[src/rtl/proc_pkg.sv]
// Shared encodings for the processor: sequencer state codes and instruction opcodes.
// Latency: n/a (constants only).
// Backpressure: n/a.
package proc_pkg;

    // 6-bit state codes, also decoded by control_unit into the control word
    localparam logic [5:0] ST_IDLE   = 6'd0;
    localparam logic [5:0] ST_FETCH1 = 6'd1;
    localparam logic [5:0] ST_FETCH2 = 6'd2;
    localparam logic [5:0] ST_FETCH3 = 6'd3;
    localparam logic [5:0] ST_FETCH4 = 6'd4;
    localparam logic [5:0] ST_FETCH5 = 6'd5;
    localparam logic [5:0] ST_FETCH6 = 6'd6;
    localparam logic [5:0] ST_LDR11  = 6'd7;
    localparam logic [5:0] ST_LDR12  = 6'd8;
    localparam logic [5:0] ST_LDR13  = 6'd9;
    localparam logic [5:0] ST_LDR14  = 6'd10;
    localparam logic [5:0] ST_LDR21  = 6'd11;
    localparam logic [5:0] ST_LDR22  = 6'd12;
    localparam logic [5:0] ST_LDR23  = 6'd13;
    localparam logic [5:0] ST_LDR24  = 6'd14;
    localparam logic [5:0] ST_STAC1  = 6'd15;
    localparam logic [5:0] ST_STAC2  = 6'd16;
    localparam logic [5:0] ST_STAC3  = 6'd17;
    localparam logic [5:0] ST_STAC4  = 6'd18;
    localparam logic [5:0] ST_ADD    = 6'd19;
    localparam logic [5:0] ST_ADD2   = 6'd20;
    localparam logic [5:0] ST_MUL    = 6'd21;
    localparam logic [5:0] ST_JMP1   = 6'd22;
    localparam logic [5:0] ST_HALT   = 6'd23;

    // Instruction opcodes as held in the instruction register
    localparam int unsigned OP_LDR1 = 1;
    localparam int unsigned OP_LDR2 = 2;
    localparam int unsigned OP_STAC = 3;
    localparam int unsigned OP_ADD  = 4;
    localparam int unsigned OP_MUL  = 5;
    localparam int unsigned OP_JMP  = 6;
    localparam int unsigned OP_JMPZ = 7;
    localparam int unsigned OP_HALT = 8;

    // Legal opcodes form one contiguous range
    localparam int unsigned OP_LEGAL_MIN = OP_LDR1;
    localparam int unsigned OP_LEGAL_MAX = OP_HALT;

endpackage

[src/rtl/instr_sequencer.sv]
// Processor main FSM: fetch/decode/execute sequencing, halt/resume, illegal-opcode flag, retired count.
// Latency: state is registered; next state appears one clock after the deciding inputs.
// Backpressure: none; start is only honoured in IDLE and HALT, opcode/z_flag only in FETCH6.
module instr_sequencer
    import proc_pkg::*;
#(
    parameter int OPCODE_W = 8,
    parameter int COUNT_W  = 16
) (
    input  logic                clock,
    input  logic                reset_n,
    input  logic                start,
    input  logic [OPCODE_W-1:0] opcode,
    input  logic                z_flag,
    output logic [5:0]          state,
    output logic                busy,
    output logic                halted,
    output logic                illegal_op,
    output logic [COUNT_W-1:0]  instr_count
);

    logic [5:0]         state_q, state_d;
    logic               illegal_op_q, illegal_op_d;
    logic [COUNT_W-1:0] instr_count_q, instr_count_d;
    logic               op_legal;

    // Opcode falls inside the contiguous legal range
    always_comb begin
        op_legal = (opcode >= OPCODE_W'(OP_LEGAL_MIN)) && (opcode <= OPCODE_W'(OP_LEGAL_MAX));
    end

    // Next-state, retired-count and illegal-pulse computation
    always_comb begin
        state_d       = ST_IDLE;
        instr_count_d = instr_count_q;
        illegal_op_d  = 1'b0;
        case (state_q)
            ST_IDLE: begin
                if (start) begin
                    state_d       = ST_FETCH1;
                    instr_count_d = '0;
                end else begin
                    state_d = ST_IDLE;
                end
            end
            ST_FETCH1, ST_FETCH2, ST_FETCH3, ST_FETCH4, ST_FETCH5: begin
                state_d = state_q + 6'd1;
            end
            ST_FETCH6: begin
                // Illegal opcodes and JMPZ not-taken fall back to a fresh fetch
                state_d = ST_FETCH1;
                if (op_legal) begin
                    instr_count_d = instr_count_q + COUNT_W'(1);
                end else begin
                    illegal_op_d = 1'b1;
                end
                case (opcode)
                    OPCODE_W'(OP_LDR1): state_d = ST_LDR11;
                    OPCODE_W'(OP_LDR2): state_d = ST_LDR21;
                    OPCODE_W'(OP_STAC): state_d = ST_STAC1;
                    OPCODE_W'(OP_ADD):  state_d = ST_ADD;
                    OPCODE_W'(OP_MUL):  state_d = ST_MUL;
                    OPCODE_W'(OP_JMP):  state_d = ST_JMP1;
                    OPCODE_W'(OP_JMPZ): state_d = z_flag ? ST_JMP1 : ST_FETCH1;
                    OPCODE_W'(OP_HALT): state_d = ST_HALT;
                    default:            state_d = ST_FETCH1;
                endcase
            end
            ST_LDR11, ST_LDR12, ST_LDR13,
            ST_LDR21, ST_LDR22, ST_LDR23,
            ST_STAC1, ST_STAC2, ST_STAC3,
            ST_ADD: begin
                state_d = state_q + 6'd1;
            end
            ST_LDR14, ST_LDR24, ST_STAC4, ST_ADD2, ST_MUL, ST_JMP1: begin
                state_d = ST_FETCH1;
            end
            ST_HALT: begin
                // Resume keeps the retired count, unlike a start from IDLE
                state_d = start ? ST_FETCH1 : ST_HALT;
            end
            default: begin
                state_d = ST_IDLE;
            end
        endcase
    end

    // State, counter and pulse registers with synchronous active-low reset
    always_ff @(posedge clock) begin
        if (!reset_n) begin
            state_q       <= ST_IDLE;
            illegal_op_q  <= 1'b0;
            instr_count_q <= '0;
        end else begin
            state_q       <= state_d;
            illegal_op_q  <= illegal_op_d;
            instr_count_q <= instr_count_d;
        end
    end

    // Status flags decoded straight from the state register
    always_comb begin
        busy   = (state_q != ST_IDLE) && (state_q != ST_HALT);
        halted = (state_q == ST_HALT);
    end

    assign state       = state_q;
    assign illegal_op  = illegal_op_q;
    assign instr_count = instr_count_q;

endmodule

[config.mk]
export PLATFORM = sky130hd
export DESIGN_NAME = instr_sequencer
export DESIGN_NICKNAME = d
export VERILOG_FILES = /design/src/rtl/proc_pkg.sv /design/src/rtl/instr_sequencer.sv
export SDC_FILE = /design/constraint.sdc
export NUM_CORES = 1
export LEC_CHECK = 0
export ABC_CLOCK_PERIOD_IN_PS = 5200
export CORE_UTILIZATION = 35
export DETAILED_ROUTE_END_ITERATION = 8
export RECOVER_POWER = 25
export SETUP_SLACK_MARGIN = 0.05
export SLEW_MARGIN = 20
export SYNTH_ARGS = -nofsm -noshare
export SYNTH_HDL_FRONTEND = slang
export SYNTH_SLANG_ARGS = --single-unit
[constraint.sdc]
create_clock -name clock -period 5.2 [get_ports clock]
set_input_delay 1.04 -clock clock [delete_from_list [all_inputs] [get_ports clock]]
set_output_delay 1.04 -clock clock [all_outputs]
set_load 0.05 [all_outputs]
# Word level (Yosys, flattened, before mapping)

Index checks and enable logic that the tools add are counted.

Output and inout port bits: 25
Word-level logic and storage cells: 59
Input port bits: 12
Register bits after elaboration: 23

Reductions and logical operators: 9
Muxes and demuxes: 9
Order comparisons: 2
Add/sub/neg operators: 2
Equality and inequality tests: 34

Operators by type and width:

| operator                                             | number |
|---|---|
| == test 6 x 4 -> 1 bit (second input constant)       | 8 |
| == test 6 x 5 -> 1 bit (second input constant)       | 8 |
| case mux 5 bit (8 select lines)                      | 1 |
| == test 8 x 3 -> 1 bit (second input constant)       | 4 |
| two-way mux 16 bit                                   | 2 |
| case mux 16 bit (2 select lines)                     | 1 |
| case mux 6 bit (5 select lines)                      | 1 |
| == test 6 x 3 -> 1 bit (second input constant)       | 4 |
| adder 16 x 1 -> 16 bit (second input constant)       | 1 |
| == test 8 x 2 -> 1 bit (second input constant)       | 2 |
| OR reduction 15 bit                                  | 1 |
| == test 6 x 2 -> 1 bit (second input constant)       | 2 |
| two-way mux 5 bit                                    | 2 |
| == test 8 x 1 -> 1 bit (second input constant)       | 1 |
| == test 8 x 4 -> 1 bit (second input constant)       | 1 |
| >= comparator 8 x 1 -> 1 bit (second input constant) | 1 |
| <= comparator 8 x 4 -> 1 bit (second input constant) | 1 |
| adder 6 x 1 -> 6 bit (second input constant)         | 1 |
| == test 6 x 1 -> 1 bit (second input constant)       | 1 |
| logical NOT 6 bit                                    | 1 |
| != test 6 x 5 -> 1 bit (second input constant)       | 1 |
| nonzero test 6 bit                                   | 1 |
| OR reduction 6 bit                                   | 1 |
| != test 2 bit (second input constant)                | 2 |
| 5 further kinds                                      | 7 |

# Logic depth before layout (Yosys ltp)

Word-level depth: 4
Gate-level depth with buffers: 7
Mapped depth without buffers: 7

# Worst setup path before layout

No wires, ideal clock.

Kind: register -> output
Start: register state_q[0] (netlist: state[0])
End: output port halted
Buffers on the path: 0
Arrival time: 2.192 ns
Stages on the path, launching flop included: 4
Setup slack: 1.968 ns
Cell sequence: dfxtp_1 -> ha_1 -> nand3_1 -> nor3_1

Longest elaborated chain between the ends: 1

Ends and longest elaborated chain:

| what                   | RTL line               | RTL |
|---|---|---|
| start, declared        | instr_sequencer.sv:22  | `logic [5:0] state_q, state_d;` |
| start signal, assigned | instr_sequencer.sv:95  | `state_q <= state_d;` |
| == test 6 x 5 -> 1 bit | instr_sequencer.sv:104 | `halted = (state_q == ST_HALT);` |
| end, declared          | instr_sequencer.sv:17  | `output logic halted,` |

Every way passes these cells.

# Worst setup path in the final report

Start: input port opcode[6]
End: register instr_count_q[14] (netlist: instr_count[14])

Longest elaborated chain between the ends: 4
Elaborated cells between the ends (all ways): 5
Those cells by class: order compare (2); eq/ne (1); reduce/logical (2)

Ends and longest elaborated chain:

| what                                                                                | RTL line              | RTL |
|---|---|---|
| start, declared                                                                     | instr_sequencer.sv:13 | `input logic [OPCODE_W-1:0] opcode,` |
| >= comparator 8 x 1 -> 1 bit / <= comparator 8 x 4 -> 1 bit (equally long branches) | instr_sequencer.sv:29 | `op_legal = (opcode >= OPCODE_W'(OP_LEGAL_MIN)) && (opcode <= OPCODE_W'(OP_LEGAL_MAX));` |
| logical AND 1 bit (*)                                                               | instr_sequencer.sv:29 |  |
| != test 2 bit (no line) (*)                                                         | --                    |  |
| AND reduction 3 bit (no line) (*)                                                   | --                    |  |
| end signal, assigned                                                                | instr_sequencer.sv:97 | `instr_count_q <= instr_count_d;` |
| end, declared                                                                       | instr_sequencer.sv:24 | `logic [COUNT_W-1:0] instr_count_q, instr_count_d;` |

Mark *: on every way between the ends. The rest lies on a longest branch, timed or not.
A chain may end at the register's enable or synchronous reset.

==> impl_metrics.env <==
export IMPL_status="finished, violations left"
export IMPL_failed_checks="capacitance limit, slew limit"
export IMPL_ys_seq_elements=23
export IMPL_cts_sinks=23
export IMPL_row_count=23
export IMPL_crit_fanout=6
export IMPL_crit_buf_inv=1
export IMPL_grt_start_max_net_pins=15
export IMPL_hold_depth=2
export IMPL_power_density_mw_per_mm2=180.1
export IMPL_grt_first_pass_wirelength_um=5968
export IMPL_rr_endpoint="state[1]$_SDFF_PN0_"
export IMPL_max_slew_margin_pct=-0.2103
export IMPL_num_vias=1393
export IMPL_fp_dieH_um=66.73
export IMPL_path_clk_slew_ps=90
export IMPL_hold_class="reg -> reg"
export IMPL_rrSetupSlack_ps=3070
export IMPL_netlist_top_cells_area="dfxtp_1 (31%), ha_1 (4.3%), a21oi_1 (3.8%)"
export IMPL_track_usage_pct=17.61
export IMPL_cts_resized_gates=0
export IMPL_fin_util_pct=47.01
export IMPL_wl_per_cell_um=13.86
export IMPL_detail_route_first_pass_iterations=4
export IMPL_die_width_um=66.73
export IMPL_cts_buffers_inserted=3
export IMPL_antenna_found_initial=0
export IMPL_leakage_nw=0.6560
export IMPL_vias_per_cell=5.378
export IMPL_start_util_pct=36.66
export IMPL_num_nets_final=227
export IMPL_cts_tree="built"
export IMPL_synth_flop_cell="dfxtp_1"
export IMPL_antenna_cells=0
export IMPL_post_route_min_period_ps=3629
export IMPL_cts_root_buffer="clkbuf_8"
export IMPL_ff_latch_area_um2=460.4
export IMPL_wl_um=3590
export IMPL_gp_congestion=0.8037
export IMPL_ir_worst_vdd_mv=0.1023
export IMPL_core_area_mm2=0.004000
export IMPL_cap_violations=1
export IMPL_ys_seq_area_share_pct=31.40
export IMPL_drv_slew=1
export IMPL_r2r_start="state[0]$_SDFF_PN0_"
export IMPL_hold_violations=0
export IMPL_cp_slowest_stage_delay_ps=1230
export IMPL_yosys_area_top_type="dfxtp_1"
export IMPL_worstHoldStart="instr_count[15]$_SDFFE_PN0P_"
export IMPL_synth_area_mm2=0.001466
export IMPL_multiInputGateArea_um2=939.7
export IMPL_synth_edf_count=0
export IMPL_synth_nets=193
export IMPL_startpoint_type="primary input"
export IMPL_ctsHtreeMaxLevel=1
export IMPL_cp_required_ps=5400
export IMPL_async_flop_share_pct=0
export IMPL_die_area_mm2=0.004453
export IMPL_finalSetupTns_ps=0
export IMPL_nFillCells=392
export IMPL_syn_to_final_growth_pct=28.24
export IMPL_drive_gt1_share_pct=5.742
export IMPL_cts_max_path_buffers=2
export IMPL_ys_types=48
export IMPL_crit_type="in -> reg"
export IMPL_end_kind="flip-flop"
export IMPL_syn_area_per_cell_um2=8.332
export IMPL_port_buffers=36
export IMPL_ant_nets=0
export IMPL_finClkSkew_ps=3.326
export IMPL_setup_violations=0
export IMPL_ys_warn_count=0
export IMPL_crit_arrival_ps=3830
export IMPL_reg2reg_depth=7
export IMPL_cts_hold_buf=0
export IMPL_ioPinCount=37
export IMPL_insertion_delay_ps=270
export IMPL_fin_crit_sh_pct=69.79
export IMPL_holdPathEnd="instr_count[15]$_SDFFE_PN0P_"
export IMPL_critical_path_top_delay_family="simple AND/OR/NAND/NOR gates"
export IMPL_drt_iter0_drc=47
export IMPL_cp_slowest_cell="nor4_1"
export IMPL_fmax_ghz=0.2756
export IMPL_synth_cells=176
export IMPL_first_global_vias=1336
export IMPL_rsz0062_at_grt="no"
export IMPL_synth_most_common_cell="dfxtp_1"
export IMPL_drc=0
export IMPL_postCtsSetupBuffers=0
export IMPL_synth_commonest_cells="dfxtp_1 (23), nor2_1 (14), nand2_1 (13)"
export IMPL_overflow=0
export IMPL_crit_chain="dlygate4sd3_1, nor4_1, nand4_4, o21a_1, or3_1, a21oi_1"
export IMPL_yosysTopAreaCellShare_pct=31.40
export IMPL_dpl_hpwl_um=2711
export IMPL_tightestPinTransition_ps=1489
[cell type report]
class                      count  area share (%)
sequential                    23           24.48
clock buffer                   3           2.196
multi-input combinational    143           49.97
clock inverter                 1          0.2661
tap                           50           3.327
timing repair buffer          36           19.16
inverter                       3          0.5988
[state kept, by name, indices dropped and copies added (netlist names)]
signal / count
instr_count: 16
state: 6
illegal_op: 1
[power breakdown]
part / internal [mW] / switching [mW]
combinational: 0.0178 / 0.0250
clock: 0.0537 / 0.0636
sequential: 0.177 / 0.00162
[placed cells by master (no fill, tap or decap), types with 4 or more instances in the layout]
cell	instances
clkdlybuf4s50_1	27
dfxtp_1	23
nor2_1	14
nand2_1	13
o21ai_0	11
a21oi_1	11
nand3_1	10
dlygate4sd3_1	9
nor3_1	6
or3_1	6
xnor2_1	6
nor4_1	5
xor2_1	5
ha_1	5
nand2b_1	4
nor2b_1	4
nand4_1	4
nand4b_1	4
[worst reg2reg max path: cells and delay by family (launching register included)]
| family | cells | cell delay (ps) |
|---|---|---|
| flops | 1 | 440 |
| simple gates | 3 | 620 |
| buf+inv | 1 | 100 |
| compound gates | 2 | 590 |
| fa+ha+maj | 1 | 290 |
[how the worst max path moves through the flow]
| stage | from | to | slack, ps | cells after the start |
|---|---|---|---|---|
| final | opcode[6] | instr_count[14]$_SDFFE_PN0P_ | 1570 | 6 |
| after global placement | opcode[1] | instr_count[15]$_SDFFE_PN0P_ | 2170 | 6 |
| after global routing | opcode[6] | instr_count[8]$_SDFFE_PN0P_ | 1270 | 6 |
| after detailed placement | opcode[6] | instr_count[0]$_SDFFE_PN0P_ | 2090 | 6 |
| after CTS | state[0]$_SDFF_PN0_ | halted | 2020 | 4 |
| after floorplan | state[0]$_SDFF_PN0_ | halted | 1970 | 3 |
[metrics by stage]
stage	cell area (um2)	power, mW	hold slack [ps]	setup slack (ps)	std cells
floorplan	1466	0.2086	713.4	1968	176
global placement	1849	0.2253	469.3	2174	255
detailed placement	1849	0.2265	489.9	2092	255
CTS	1896	0.3439	502.9	2025	259
global route	1881	0.3537	547.2	1274	259
finish	1881	0.3387	503.3	1571	259
[layer usage]
metal	routed length (um)	global-route usage [%]	share of wire, %	vias to the layer above
met5	0	0	0	-
met4	62	6.915	1.7	0
met3	131	2.911	3.6	7
met2	1772	31.57	49	32
met1	1624	20.51	45	643
li1	-	-	-	711
[cell families after synthesis]
logic type | Yosys count | share of synthesized area [%]
compound gates | 37 | 16.98
xor+xnor | 11 | 6.570
fa+ha+maj | 5 | 4.266
buf+inv | 10 | 3.498
flops | 23 | 31.40
mux | 2 | 1.365
other cells | 1 | 0.2557
simple gates | 87 | 35.67
Power figures use the tool's default switching activity.
